## config.mk

```make
export PLATFORM = sky130hd
export DESIGN_NAME = serial_subtractor
export DESIGN_NICKNAME = d
export VERILOG_FILES = /design/src/rtl/arith_pkg.sv /design/src/rtl/sub_digit.sv /design/src/rtl/serial_subtractor.sv
export SDC_FILE = /design/constraint.sdc
export NUM_CORES = 1
export LEC_CHECK = 0
export CAP_MARGIN = 20
export CELL_PAD_IN_SITES_DETAIL_PLACEMENT = 1
export CELL_PAD_IN_SITES_GLOBAL_PLACEMENT = 1
export CORE_MARGIN = 4
export CORE_UTILIZATION = 48
export CTS_BUF_LIST = sky130_fd_sc_hd__clkbuf_8 sky130_fd_sc_hd__clkbuf_16
export DETAILED_ROUTE_END_ITERATION = 6
export PLACE_DENSITY = 0.91
export SYNTH_ARGS = -nofsm -noshare
export SYNTH_HDL_FRONTEND = slang
export SYNTH_HIERARCHICAL = 1
export SYNTH_SLANG_ARGS = --single-unit
export TNS_END_PERCENT = 30
```

## constraint.sdc

```tcl
create_clock -name i_clk -period 7.7 [get_ports i_clk]
set_input_delay 1.54 -clock i_clk [delete_from_list [all_inputs] [get_ports i_clk]]
set_output_delay 1.54 -clock i_clk [all_outputs]
set_load 0.02 [all_outputs]
```

## src/rtl/arith_pkg.sv

```systemverilog
// Shared definitions for the arithmetic datapath: FSM encodings and default
// operand/digit widths used by the serial arithmetic blocks.
package arith_pkg;

  typedef enum logic [1:0] {
    ST_IDLE = 2'd0,
    ST_BUSY = 2'd1,
    ST_DONE = 2'd2
  } state_t;

  localparam int DEF_WIDTH = 32;
  localparam int DEF_DIGIT = 4;

endpackage

```

## src/rtl/sub_digit.sv

```systemverilog
// Combinational DIGIT-bit borrow-ripple slice built from full-subtractor
// cells: {o_bout, o_d} = i_a - i_b - i_bin.
module sub_digit
  import arith_pkg::*;
#(
  parameter int DIGIT = DEF_DIGIT
) (
  input  logic [DIGIT-1:0] i_a,
  input  logic [DIGIT-1:0] i_b,
  input  logic             i_bin,
  output logic [DIGIT-1:0] o_d,
  output logic             o_bout
);

  logic [DIGIT:0] bw;

  assign bw[0] = i_bin;

  // Full subtractor: borrow out when a < b + bin for this bit.
  for (genvar g = 0; g < DIGIT; g++) begin : g_cell
    assign o_d[g]    = i_a[g] ^ i_b[g] ^ bw[g];
    assign bw[g+1]   = (~i_a[g] & i_b[g]) | (~(i_a[g] ^ i_b[g]) & bw[g]);
  end

  assign o_bout = bw[DIGIT];

endmodule

```

## src/rtl/serial_subtractor.sv

```systemverilog
// Digit-serial subtractor: computes i_a - i_b one DIGIT-wide slice per cycle,
// LSB digit first, reporting unsigned borrow and signed overflow.
module serial_subtractor
  import arith_pkg::*;
#(
  parameter int WIDTH = DEF_WIDTH,
  parameter int DIGIT = DEF_DIGIT
) (
  input  logic             i_clk,
  input  logic             i_rst,
  input  logic             i_valid,
  output logic             o_ready,
  input  logic [WIDTH-1:0] i_a,
  input  logic [WIDTH-1:0] i_b,
  output logic             o_valid,
  input  logic             i_ready,
  output logic [WIDTH-1:0] o_diff,
  output logic             o_borrow,
  output logic             o_ovf,
  output logic             o_busy
);

  localparam int N     = WIDTH / DIGIT;
  localparam int CNT_W = (N > 1) ? $clog2(N) : 1;

  if ((WIDTH % DIGIT) != 0 || N < 2) begin : g_bad_params
    $error("serial_subtractor: WIDTH must be a multiple of DIGIT with at least two digits");
  end

  state_t state, state_nxt;

  logic [CNT_W-1:0]       cnt;
  logic                   borrow;
  logic [WIDTH-1:0]       a_reg;
  logic [WIDTH-1:0]       b_reg;
  logic [WIDTH-DIGIT-1:0] diff_reg;
  logic                   a_msb;
  logic                   b_msb;

  logic [DIGIT-1:0]       d;
  logic                   bout;
  logic [WIDTH-1:0]       diff_full;
  logic                   accept;
  logic                   step;
  logic                   last;

  sub_digit #(
    .DIGIT (DIGIT)
  ) u_slice (
    .i_a    (a_reg[DIGIT-1:0]),
    .i_b    (b_reg[DIGIT-1:0]),
    .i_bin  (borrow),
    .o_d    (d),
    .o_bout (bout)
  );

  assign accept    = (state == ST_IDLE) && i_valid;
  assign step      = (state == ST_BUSY);
  assign last      = step && (cnt == CNT_W'(N - 1));
  // Already-computed digits sit below the new one; on the last step this is the full result.
  assign diff_full = {d, diff_reg};

  always_comb begin
    state_nxt = state;
    o_ready   = 1'b0;
    o_valid   = 1'b0;
    o_busy    = 1'b0;
    unique case (state)
      ST_IDLE: begin
        o_ready = 1'b1;
        if (i_valid) state_nxt = ST_BUSY;
      end
      ST_BUSY: begin
        o_busy = 1'b1;
        if (cnt == CNT_W'(N - 1)) state_nxt = ST_DONE;
      end
      ST_DONE: begin
        o_valid = 1'b1;
        if (i_ready) state_nxt = ST_IDLE;
      end
      default: state_nxt = ST_IDLE;
    endcase
  end

  always_ff @(posedge i_clk or posedge i_rst) begin
    if (i_rst) begin
      state    <= ST_IDLE;
      cnt      <= '0;
      borrow   <= 1'b0;
      o_diff   <= '0;
      o_borrow <= 1'b0;
      o_ovf    <= 1'b0;
    end else begin
      state <= state_nxt;
      if (accept) begin
        cnt    <= '0;
        borrow <= 1'b0;
      end else if (step) begin
        cnt    <= last ? '0 : cnt + CNT_W'(1);
        borrow <= bout;
      end
      if (last) begin
        o_diff   <= diff_full;
        o_borrow <= bout;
        o_ovf    <= (a_msb != b_msb) && (d[DIGIT-1] != a_msb);
      end
    end
  end

  // Operand/partial-result shift registers carry no reset: they are reloaded on every accept.
  always_ff @(posedge i_clk) begin
    if (accept) begin
      a_reg <= i_a;
      b_reg <= i_b;
      a_msb <= i_a[WIDTH-1];
      b_msb <= i_b[WIDTH-1];
    end else if (step) begin
      a_reg    <= a_reg >> DIGIT;
      b_reg    <= b_reg >> DIGIT;
      diff_reg <= diff_full[WIDTH-1:DIGIT];
    end
  end

endmodule
```

-- Word level (Yosys, flattened, before mapping)
Index checks and enable logic that the tools add are counted.
- add/sub/neg operators: 1
- reductions and logical operators: 7
- mux-type cells: 16
- bitwise gates (word level): 29
- equal/unequal tests: 8
- operators by type and width (operator ; number):
    $mux W32 ; 4
    $mux W3 ; 3
    $not A1 Y1 ; 9
    $and A1 B1 Y1 ; 8
    $xor A1 B1 Y1 ; 8
    $mux W2 ; 3
    $pmux W2 S3 ; 1
    $mux W1 ; 5
    $ne A2 B2 Y1 const B ; 2
    $or A1 B1 Y1 ; 4
    $add A3 B1 Y3 const B ; 1
    $eq A3 B3 Y1 const B ; 1
    $logic_and A1 B1 Y1 ; 3
    $reduce_and A3 Y1 ; 1
    $eq A2 B1 Y1 const B ; 1
    $eq A2 B2 Y1 const B ; 1
    $logic_not A2 Y1 ; 1
    $ne A1 B1 Y1 ; 2
    $ne A2 B1 Y1 const B ; 1
    $reduce_and A2 Y1 ; 1
    $reduce_bool A2 Y1 ; 1
- output and inout bits: 37
- logic and storage cells: 72
- flip-flop bits (word level): 134

-- Longest topological paths before layout
Gate-level depths: netlist of the first run.
- word-level depth: 12
- mapped depth: 10
- gate-level depth less buffers: 10

-- By module
The synthesis of the first run kept the hierarchy.
- modules (own cells, without submodules) (module ; cells an instance ; sequential area each (sq um) ; area each (sq um) ; times used):
    serial_subtractor ; 274 ; 3823.7 ; 5520.3 ; 1
    sub_digit ; 14 ; 0.0 ; 117.6 ; 1

-- Worst setup path before layout of the first run
No wires, ideal clock.
- path kind: input port to flip-flop
- start point: input i_valid
- end point: register a_reg[0], enable pin
- cell stages on the path: 2
- setup time: 424 ps
- arrival: 2980 ps
- slack: 4296 ps
- path through: nand2_4 > nand2_1
- word-level cells in the longest chain between the ends: 2
- RTL lines (element ; line ; RTL):
    start, declared ; serial_subtractor.sv:11 ; input logic i_valid,
    $logic_and A1 B1 Y1 ; serial_subtractor.sv:57 ; assign accept = (state == ST_IDLE) && i_valid;
    $reduce_bool A2 Y1 (no source line) ; n/a ;
    end signal, assigned ; serial_subtractor.sv:113 ; a_reg <= i_a;
    end signal, assigned ; serial_subtractor.sv:118 ; a_reg <= a_reg >> DIGIT;
    end, declared ; serial_subtractor.sv:34 ; logic [WIDTH-1:0] a_reg;
Every way passes these cells.
A chain may end at the register's enable or synchronous reset.

-- Final worst setup path of the first run
- start point: register state[1]
- end point: output o_busy
- word-level cells in the longest chain between the ends: 2
- RTL lines (element ; line ; RTL):
    start, declared ; serial_subtractor.sv:30 ; state_t state, state_nxt;
    start signal, assigned ; serial_subtractor.sv:94 ; state <= state_nxt;
    $eq A2 B1 Y1 ; serial_subtractor.sv:68 ; unique case (state)
    $mux W1 ; serial_subtractor.sv:68 ;
    end, declared ; serial_subtractor.sv:20 ; output logic o_busy
Every way passes these cells.

==> results.toml, run 1 <==
[status]
outcome = "finished clean"

[logic_synthesis]
syn_avg_cell_area_um2 = 19.6
syn-instance-count = 288
synth_cell_types = 25
synth_top_area_frac = 0.501
yosysTopAreaCell = "edfxtp_1"
ys_seq_area_frac = 0.678
syn_nets = 362
syn-cell-area_mm2 = 0.00564
synth-seq-cells = 134
ys_top_cells_by_area = "edfxtp_1 (50%), mux2_4 (19%), dfrtp_1 (18%), mux2_2 (3.4%), buf_12 (2.5%)"
ys_warn_count = 6

[sta]
fin_tns_setup_ns = 0
rsz0062_at_grt = "no"
slew_viol_final = 0
fin_crit_sh = 0.450
setup_violations = 0
worst_pin_slew_ns = 0.620
hold_violations = 0
slew_headroom = 0.586
skew_ns = 0.00937
fin_crit_ns = 3.47
max_freq_ghz = 0.288

[placement]
dp.cells = 527
place_congestion = 0.783
dp_hpwl_mm = 7.58
numPortBuffers = 104

[floorplanning]
die_area_mm2 = 0.0135
core_area_mm2 = 0.0115
die_h_um = 116
pin_count = 105
die_w_um = 116
floorplan.initialDensity = 0.492
fp-row-count = 39

[clock_network]
clockBufferDepth = 2
clock_latency_ns = 0.42
cts_buffers = 17
cts.sinks = 134
cts_root_buf = "clkbuf_16"
postCtsSetupBuffers = 0
cts_hold_buf = 0
cts_tree = "done"
htree_levels = 4
path_clk_slew_ns = 0.06
ctsResizeCount = 0

[pwr]
switchingPower_mw = 0.969
total_power_mw = 3.35
p_leak_nw = 3.06
p_per_area_mw_per_mm2 = 459
p_comb_frac = 0.330
clock_power_share = 0.235
pwr-share-seq = 0.435
vdd_ir_drop_max_mv = 0.279
p_int_mw = 2.38
swShare = 0.289

[cells_and_area]
syn2layout_area_growth_pct = 29.4
drive_gt1_frac = 0.295
num_antenna_cells = 0
final_common_cell = "clkdlybuf4s50_1"
nFillCells = 1002
fin_nets = 478
layout_common_cells = "clkdlybuf4s50_1 (104), edfxtp_1 (94), mux2_4 (72), dfrtp_1 (40)"
final_cells = 560

[setup_path]
r2r_start = "borrow"
rr_endpoint = "o_ovf"
path_buf_inv = 2
path_delay_family = "buffers and inverters"
slowest_delay_ns = 0.61
start_kind = "flop"
cp_max_fo = 10
ff2ff_setup_slack_ns = 5.11
endpoint_kind = "output port"
rr_worst_depth = 10
crit_chain = "nand2b_1 -> inv_1 -> clkdlybuf4s50_1"
crit_slowest_cell = "clkdlybuf4s50_1"
crit_type = "flop to output port"
cp.required_ns = 6.16
cp.arrival_ns = 1.93

[global_routing]
grt_pass1_vias = 3221
antenna_found_initial = 0
grt_pass1_wl_mm = 18.0
overflow = 0
grt_util_all_layers = 0.188
grt_max_degree = 63

[min_path]
holdPathStages = 0
hold_class = "flop to flop"
min_from = "diff_reg[15]"
hold_end = "diff_reg[11]"

[route]
drc = 0
routedWlPerCell_um = 20.7
dr.pass1.iters = 4
drtAntennaViolNets = 0
wl_mm = 11.6
vias = 2825
viasPerCell = 5.04
drtIter0Drc = 214

[flow_run]
cap_violations = 0
## power groups by stage
stage | combinational (mW) | sequential, mW | clock [mW]
after floorplan | 0.658 | 1.52 | 0
after global placement | 1.03 | 1.44 | 0
after detailed placement | 1.09 | 1.47 | 0
after CTS | 1.11 | 1.47 | 0.805
after global routing | 1.20 | 1.50 | 0.842
final | 1.10 | 1.46 | 0.787
## cells by family after synthesis
kind of cell,synth area share
compound gates,0.00777
fa+ha+maj,0.0186
buf+inv,0.0444
flops,0.678
mux,0.226
simple gates,0.0253
## worst reg2reg max path, delay by kind of cell (launching register included)
kind	cells	cell delay [ns]
adder cells (fa/ha/maj)	4	1.39
flip-flops	1	0.39
buffers and inverters	3	0.22
AND/OR/NAND/NOR	1	0.21
AO/OA/AOI/OAI	2	0.24
## cell usage after synthesis
master / count
or3_1: 1
inv_8: 1
mux2_2: 17
nand3b_1: 1
mux2_4: 72
o32ai_1: 1
inv_1: 15
dfrtp_1: 40
nor2_4: 1
buf_2: 1
edfxtp_1: 94
buf_6: 2
buf_8: 1
fa_1: 4
ha_1: 2
buf_12: 7
o21ai_0: 5
and3b_1: 1
or2b_1: 1
a21oi_1: 2
nand2_4: 1
nand2_1: 8
and3_1: 8
nand2b_1: 1
nor2_1: 1
## worst max path at each step
stage                         from  slack [ns]        end  cells after the start
final                     state[1]        4.23     o_busy                      3
after global routing      state[1]        4.14     o_busy                      3
after global placement     i_valid        4.12  b_reg[17]                      4
after detailed placement   i_valid        3.96  b_reg[21]                      4
after CTS                 state[1]        4.20     o_busy                      3
after floorplan            i_valid        4.30   a_reg[0]                      2
## metrics by stage
step                      worst slack (ns)  cell area, µm²  hold slack (ns)   util
after floorplan                       4.30            5640            0.422      -
after detailed placement              3.96            6700            0.441  0.584
after global routing                  4.14            7300            0.471  0.636
after global placement                4.12            6700            0.431  0.584
final                                 4.23            7300            0.451  0.636
after CTS                             4.20            7270            0.452  0.634
## metal layers
layer,GRT usage,share of wire
met1,0.221,0.40
met2,0.310,0.51
met3,0.0767,0.076
met4,0.0742,0.017
met5,0,0
## final cells by class
| cell class | count | area (µm²) | share of cell area |
|---|---|---|---|
| tap | 143 | 179 | 0.0245 |
| clock buffer | 17 | 425 | 0.0583 |
| inverter | 16 | 67.6 | 0.00926 |
| multi-input combinational | 127 | 1570 | 0.215 |
| timing repair buffer | 108 | 1090 | 0.149 |
| clock inverter | 15 | 145 | 0.0199 |
| sequential | 134 | 3820 | 0.524 |
Note: power is estimated with default switching activity, not from simulation.
==> run 2: changes to the inputs <==
--- a/config.mk
+++ b/config.mk
@@ -9,10 +9,10 @@
 export CELL_PAD_IN_SITES_DETAIL_PLACEMENT = 1
 export CELL_PAD_IN_SITES_GLOBAL_PLACEMENT = 1
 export CORE_MARGIN = 4
-export CORE_UTILIZATION = 48
+export CORE_UTILIZATION = 44
 export CTS_BUF_LIST = sky130_fd_sc_hd__clkbuf_8 sky130_fd_sc_hd__clkbuf_16
 export DETAILED_ROUTE_END_ITERATION = 6
-export PLACE_DENSITY = 0.91
+export PLACE_DENSITY = 0.85
 export SYNTH_ARGS = -nofsm -noshare
 export SYNTH_HDL_FRONTEND = slang
 export SYNTH_HIERARCHICAL = 1
==> constraint.sdc (replaced) <==
create_clock -name i_clk -period 3.3 [get_ports i_clk]
set_input_delay 0.66 -clock i_clk [delete_from_list [all_inputs] [get_ports i_clk]]
set_output_delay 0.66 -clock i_clk [all_outputs]
set_load 0.02 [all_outputs]
==> results.toml, run 2 (synthesis results as in run 1) <==
[sta]
rsz0062_at_grt = "no"
fin_crit_sh = 0.786
fin_crit_ns = 2.59
hold_violations = 0
setup_ws_ns = 0.706
worst_pin_slew_ns = 0.624
setup_violations = 0
slew_headroom = 0.584
skew_ns = 0.0126
slew_viol_final = 0
max_freq_ghz = 0.385
fin_tns_setup_ns = 0

[clock_network]
cts_tree = "done"
clock_latency_ns = 0.42
htree_levels = 4
cts.sinks = 134
ctsResizeCount = 0
path_clk_slew_ns = 0.06
cts_buffers = 17
postCtsSetupBuffers = 0
cts_hold_buf = 0
cts_root_buf = "clkbuf_16"
clockBufferDepth = 2

[setup_path]
rr_endpoint = "o_ovf"
cp.required_ns = 2.64
rr_worst_depth = 10
endpoint_kind = "output port"
cp.arrival_ns = 1.93
crit_type = "flop to output port"
cp_max_fo = 10
start_kind = "flop"
ff2ff_setup_slack_ns = 0.80
r2r_start = "b_reg[0]"

[global_routing]
grt_pass1_vias = 3175
met1_usage = 0.188
overflow = 0
use_met2 = 0.275
met3_usage = 0.0848
antenna_found_initial = 0
grt_util_all_layers = 0.165
grt-busiest-layer = "met2"
grt_pass1_wl_mm = 17.8
grt_max_degree = 63

[pwr]
switchingPower_mw = 2.26
p_comb_frac = 0.330
p_leak_nw = 3.07
p_int_mw = 5.52
pwr-share-seq = 0.436
clock_power_share = 0.234
p_per_area_mw_per_mm2 = 1060
total_power_mw = 7.78
vdd_ir_drop_max_mv = 0.489
swShare = 0.290

[cells_and_area]
drive_gt1_frac = 0.308
num_antenna_cells = 0
seq_area_mm2 = 0.00382
final_cells = 591
layout_common_cells = "clkdlybuf4s50_1 (104), edfxtp_1 (94), mux2_4 (72), dfrtp_1 (40), clkbuf_16 (18)"
syn2layout_area_growth_pct = 30.8
fin_nets = 480
final_common_cell = "clkdlybuf4s50_1"
multi_input_area_mm2 = 0.00157
final_area_mm2 = 0.00737
nFillCells = 1137

[floorplanning]
fp-row-count = 41
die_area_mm2 = 0.0147
core_area_mm2 = 0.0126
pin_count = 105
die_h_um = 121
die_w_um = 121
floorplan.initialDensity = 0.449

[placement]
dp_slack_ns = 0.744
placed_area_mm2 = 0.00678
dp.cells = 558
numPortBuffers = 104
dp_hpwl_mm = 7.61
place_congestion = 0.758

[route]
viasPerCell = 4.81
dr.pass1.iters = 4
wl_mm = 11.3
drtIter0Drc = 178
drc = 0
routedWlPerCell_um = 19.1
drtAntennaViolNets = 0
vias = 2840

[flow_run]
cap_violations = 0

[min_path]
hold_class = "primary input to asynchronous set/reset pin"

[status]
outcome = "finished clean"
## run 2: metrics by stage
stage / hold WS, ns / util
floorplan: 0.422 / -
global placement: 0.430 / 0.539
detailed placement: 0.435 / 0.539
CTS: 0.448 / 0.585
global route: 0.417 / 0.587
finish: 0.418 / 0.587
## run 2: layout make-up
cell class | count | area share
well taps | 172 | 0.0292
flip-flops and latches | 134 | 0.519
clock buffers | 20 | 0.0648
multi-input cells | 127 | 0.212
clock inverters | 12 | 0.0132
inverters | 16 | 0.00916
repair buffers | 110 | 0.152
## run 2: power groups by stage
stage               Clock, mW  Sequential, mW  Combinational [mW]
floorplan                   0            3.54                1.53
global placement            0            3.35                2.47
global route             1.96            3.50                2.76
CTS                      1.86            3.42                2.62
detailed placement          0            3.43                2.58
finish                   1.82            3.39                2.57
## run 2: worst max-delay path: stages (launching register included)
cell and delay (ns):
dfrtp_1 0.42, nand2b_1 0.35, inv_1 0.14, clkdlybuf4s50_1 0.61
## run 2: layer usage
layer | vias up | wire length, µm
li1 | 1308 | -
met1 | 1425 | 4360
met2 | 97 | 5900
met3 | 10 | 962
met4 | 0 | 80
met5 | - | 0
## run 2: worst max path at each step
stage | startpoint | to | cells after the start
floorplan | state[1] | a_reg[0] | 3
global placement | i_valid | b_reg[17] | 4
detailed placement | i_valid | b_reg[22] | 4
CTS | state[1] | o_busy | 3
global route | state[1] | o_busy | 3
finish | state[1] | o_busy | 3
==> run 3: changes to the inputs <==
==> constraint.sdc (replaced) <==
create_clock -name i_clk -period 2.7 [get_ports i_clk]
set_input_delay 0.54 -clock i_clk [delete_from_list [all_inputs] [get_ports i_clk]]
set_output_delay 0.54 -clock i_clk [all_outputs]
set_load 0.02 [all_outputs]
==> results.toml, run 3 (synthesis results as in run 1) <==
[clock_network]
clock_latency_ns = 0.41
htree_levels = 4
cts_buffers = 17
clockBufferDepth = 2
cts_hold_buf = 0
path_clk_slew_ns = 0.06
cts_tree = "done"
postCtsSetupBuffers = 0
ctsResizeCount = 0
cts_root_buf = "clkbuf_16"
cts.sinks = 134

[pwr]
p_leak_nw = 3.09
p_per_area_mw_per_mm2 = 1260
total_power_mw = 9.26
vdd_ir_drop_max_mv = 0.685

[placement]
dp_slack_ns = 0.198
dp.cells = 560
dp_hpwl_mm = 7.39
place_congestion = 0.778
numPortBuffers = 104

[floorplanning]
pin_count = 105
fp-row-count = 41
die_w_um = 121
die_h_um = 121
floorplan.initialDensity = 0.449
core_area_mm2 = 0.0126
die_area_mm2 = 0.0147

[sta]
slew_headroom = 0.654
fin_crit_ns = 2.52
setup_ws_ns = 0.183
rsz0062_at_grt = "no"
hold_violations = 0
fin_crit_sh = 0.932
skew_ns = 0.00850
setup_violations = 0
max_freq_ghz = 0.397
fin_tns_setup_ns = 0
slew_viol_final = 0
worst_pin_slew_ns = 0.519

[setup_path]
endpoint_kind = "flop"
cp.arrival_ns = 2.80
crit_type = "flop to flop"
r2r_start = "b_reg[0]"
rr_endpoint = "o_ovf"
cp_max_fo = 4
ff2ff_setup_slack_ns = 0.18
rr_worst_depth = 10
start_kind = "flop"
cp.required_ns = 2.98

[cells_and_area]
final_common_cell = "clkdlybuf4s50_1"
fin_nets = 481
final_util = 0.584
layout_common_cells = "clkdlybuf4s50_1 (104), edfxtp_1 (94), mux2_4 (72), dfrtp_1 (40), inv_1 (21)"
final_cells = 592
nFillCells = 1138
multi_input_area_mm2 = 0.00157
num_antenna_cells = 0
seq_area_mm2 = 0.00382
drive_gt1_frac = 0.298
syn2layout_area_growth_pct = 30.1

[status]
outcome = "finished clean"

[global_routing]
grt_util_all_layers = 0.156
overflow = 0
met3_usage = 0.0821
grt-busiest-layer = "met2"
grt_pass1_vias = 3174
grt_max_degree = 44
met1_usage = 0.177
use_met2 = 0.249
antenna_found_initial = 0
grt_pass1_wl_mm = 16.9

[flow_run]
cap_violations = 0

[route]
dr.pass1.iters = 4
vias = 2836
drtIter0Drc = 256
drc = 0
drtAntennaViolNets = 0
wl_mm = 10.6
viasPerCell = 4.79
routedWlPerCell_um = 17.9

[min_path]
holdPathStages = 0
hold_end = "diff_reg[13]"
hold_class = "flop to flop"
min_from = "diff_reg[17]"
run 3: layer usage:
layer  vias up  share of wire
li1       1304              -
met1      1427           0.40
met2        93           0.50
met3        12          0.090
met4         0          0.012
met5         -              0
run 3: area by class of cell:
class / count / area share
Sequential cell: 134 / 0.521
Multi-Input combinational cell: 127 / 0.214
Timing Repair Buffer: 111 / 0.156
Clock buffer: 20 / 0.0636
Tap cell: 172 / 0.0293
Inverter: 16 / 0.00921
Clock inverter: 12 / 0.00699
run 3: per-stage QoR:
stage	hold slack [ns]	area (µm²)
after floorplan	0.422	5640
after CTS	0.452	7330
after global routing	0.460	7330
after global placement	0.430	6820
final	0.448	7330
after detailed placement	0.440	6820
run 3: how the worst max path moves through the flow:
stage	from	to	slack [ns]
2_1_floorplan	state[1]	a_reg[0]	0.12
3_3_place_gp	b_reg[0]	o_ovf	0.34
3_5_place_dp	b_reg[0]	o_ovf	0.20
4_1_cts	b_reg[0]	o_ovf	0.17
5_1_grt	b_reg[0]	o_ovf	0.03
6_report	b_reg[0]	o_ovf	0.18
run 3: report_power, final:
group          switching, mW  internal (mW)  total [mW]
sequential             0.465           3.66        4.13
combinational           1.40           1.73        3.13
clock                  0.786           1.21        2.00
run 3: worst max-delay path, stage by stage, from the launching register on:
cell	delay [ns]
edfxtp_1	0.37
inv_1	0.09
fa_1	0.18
inv_1	0.06
fa_1	0.38
fa_1	0.37
inv_1	0.08
fa_1	0.46
and3b_1	0.19
a21oi_1	0.11
o21ai_0	0.08
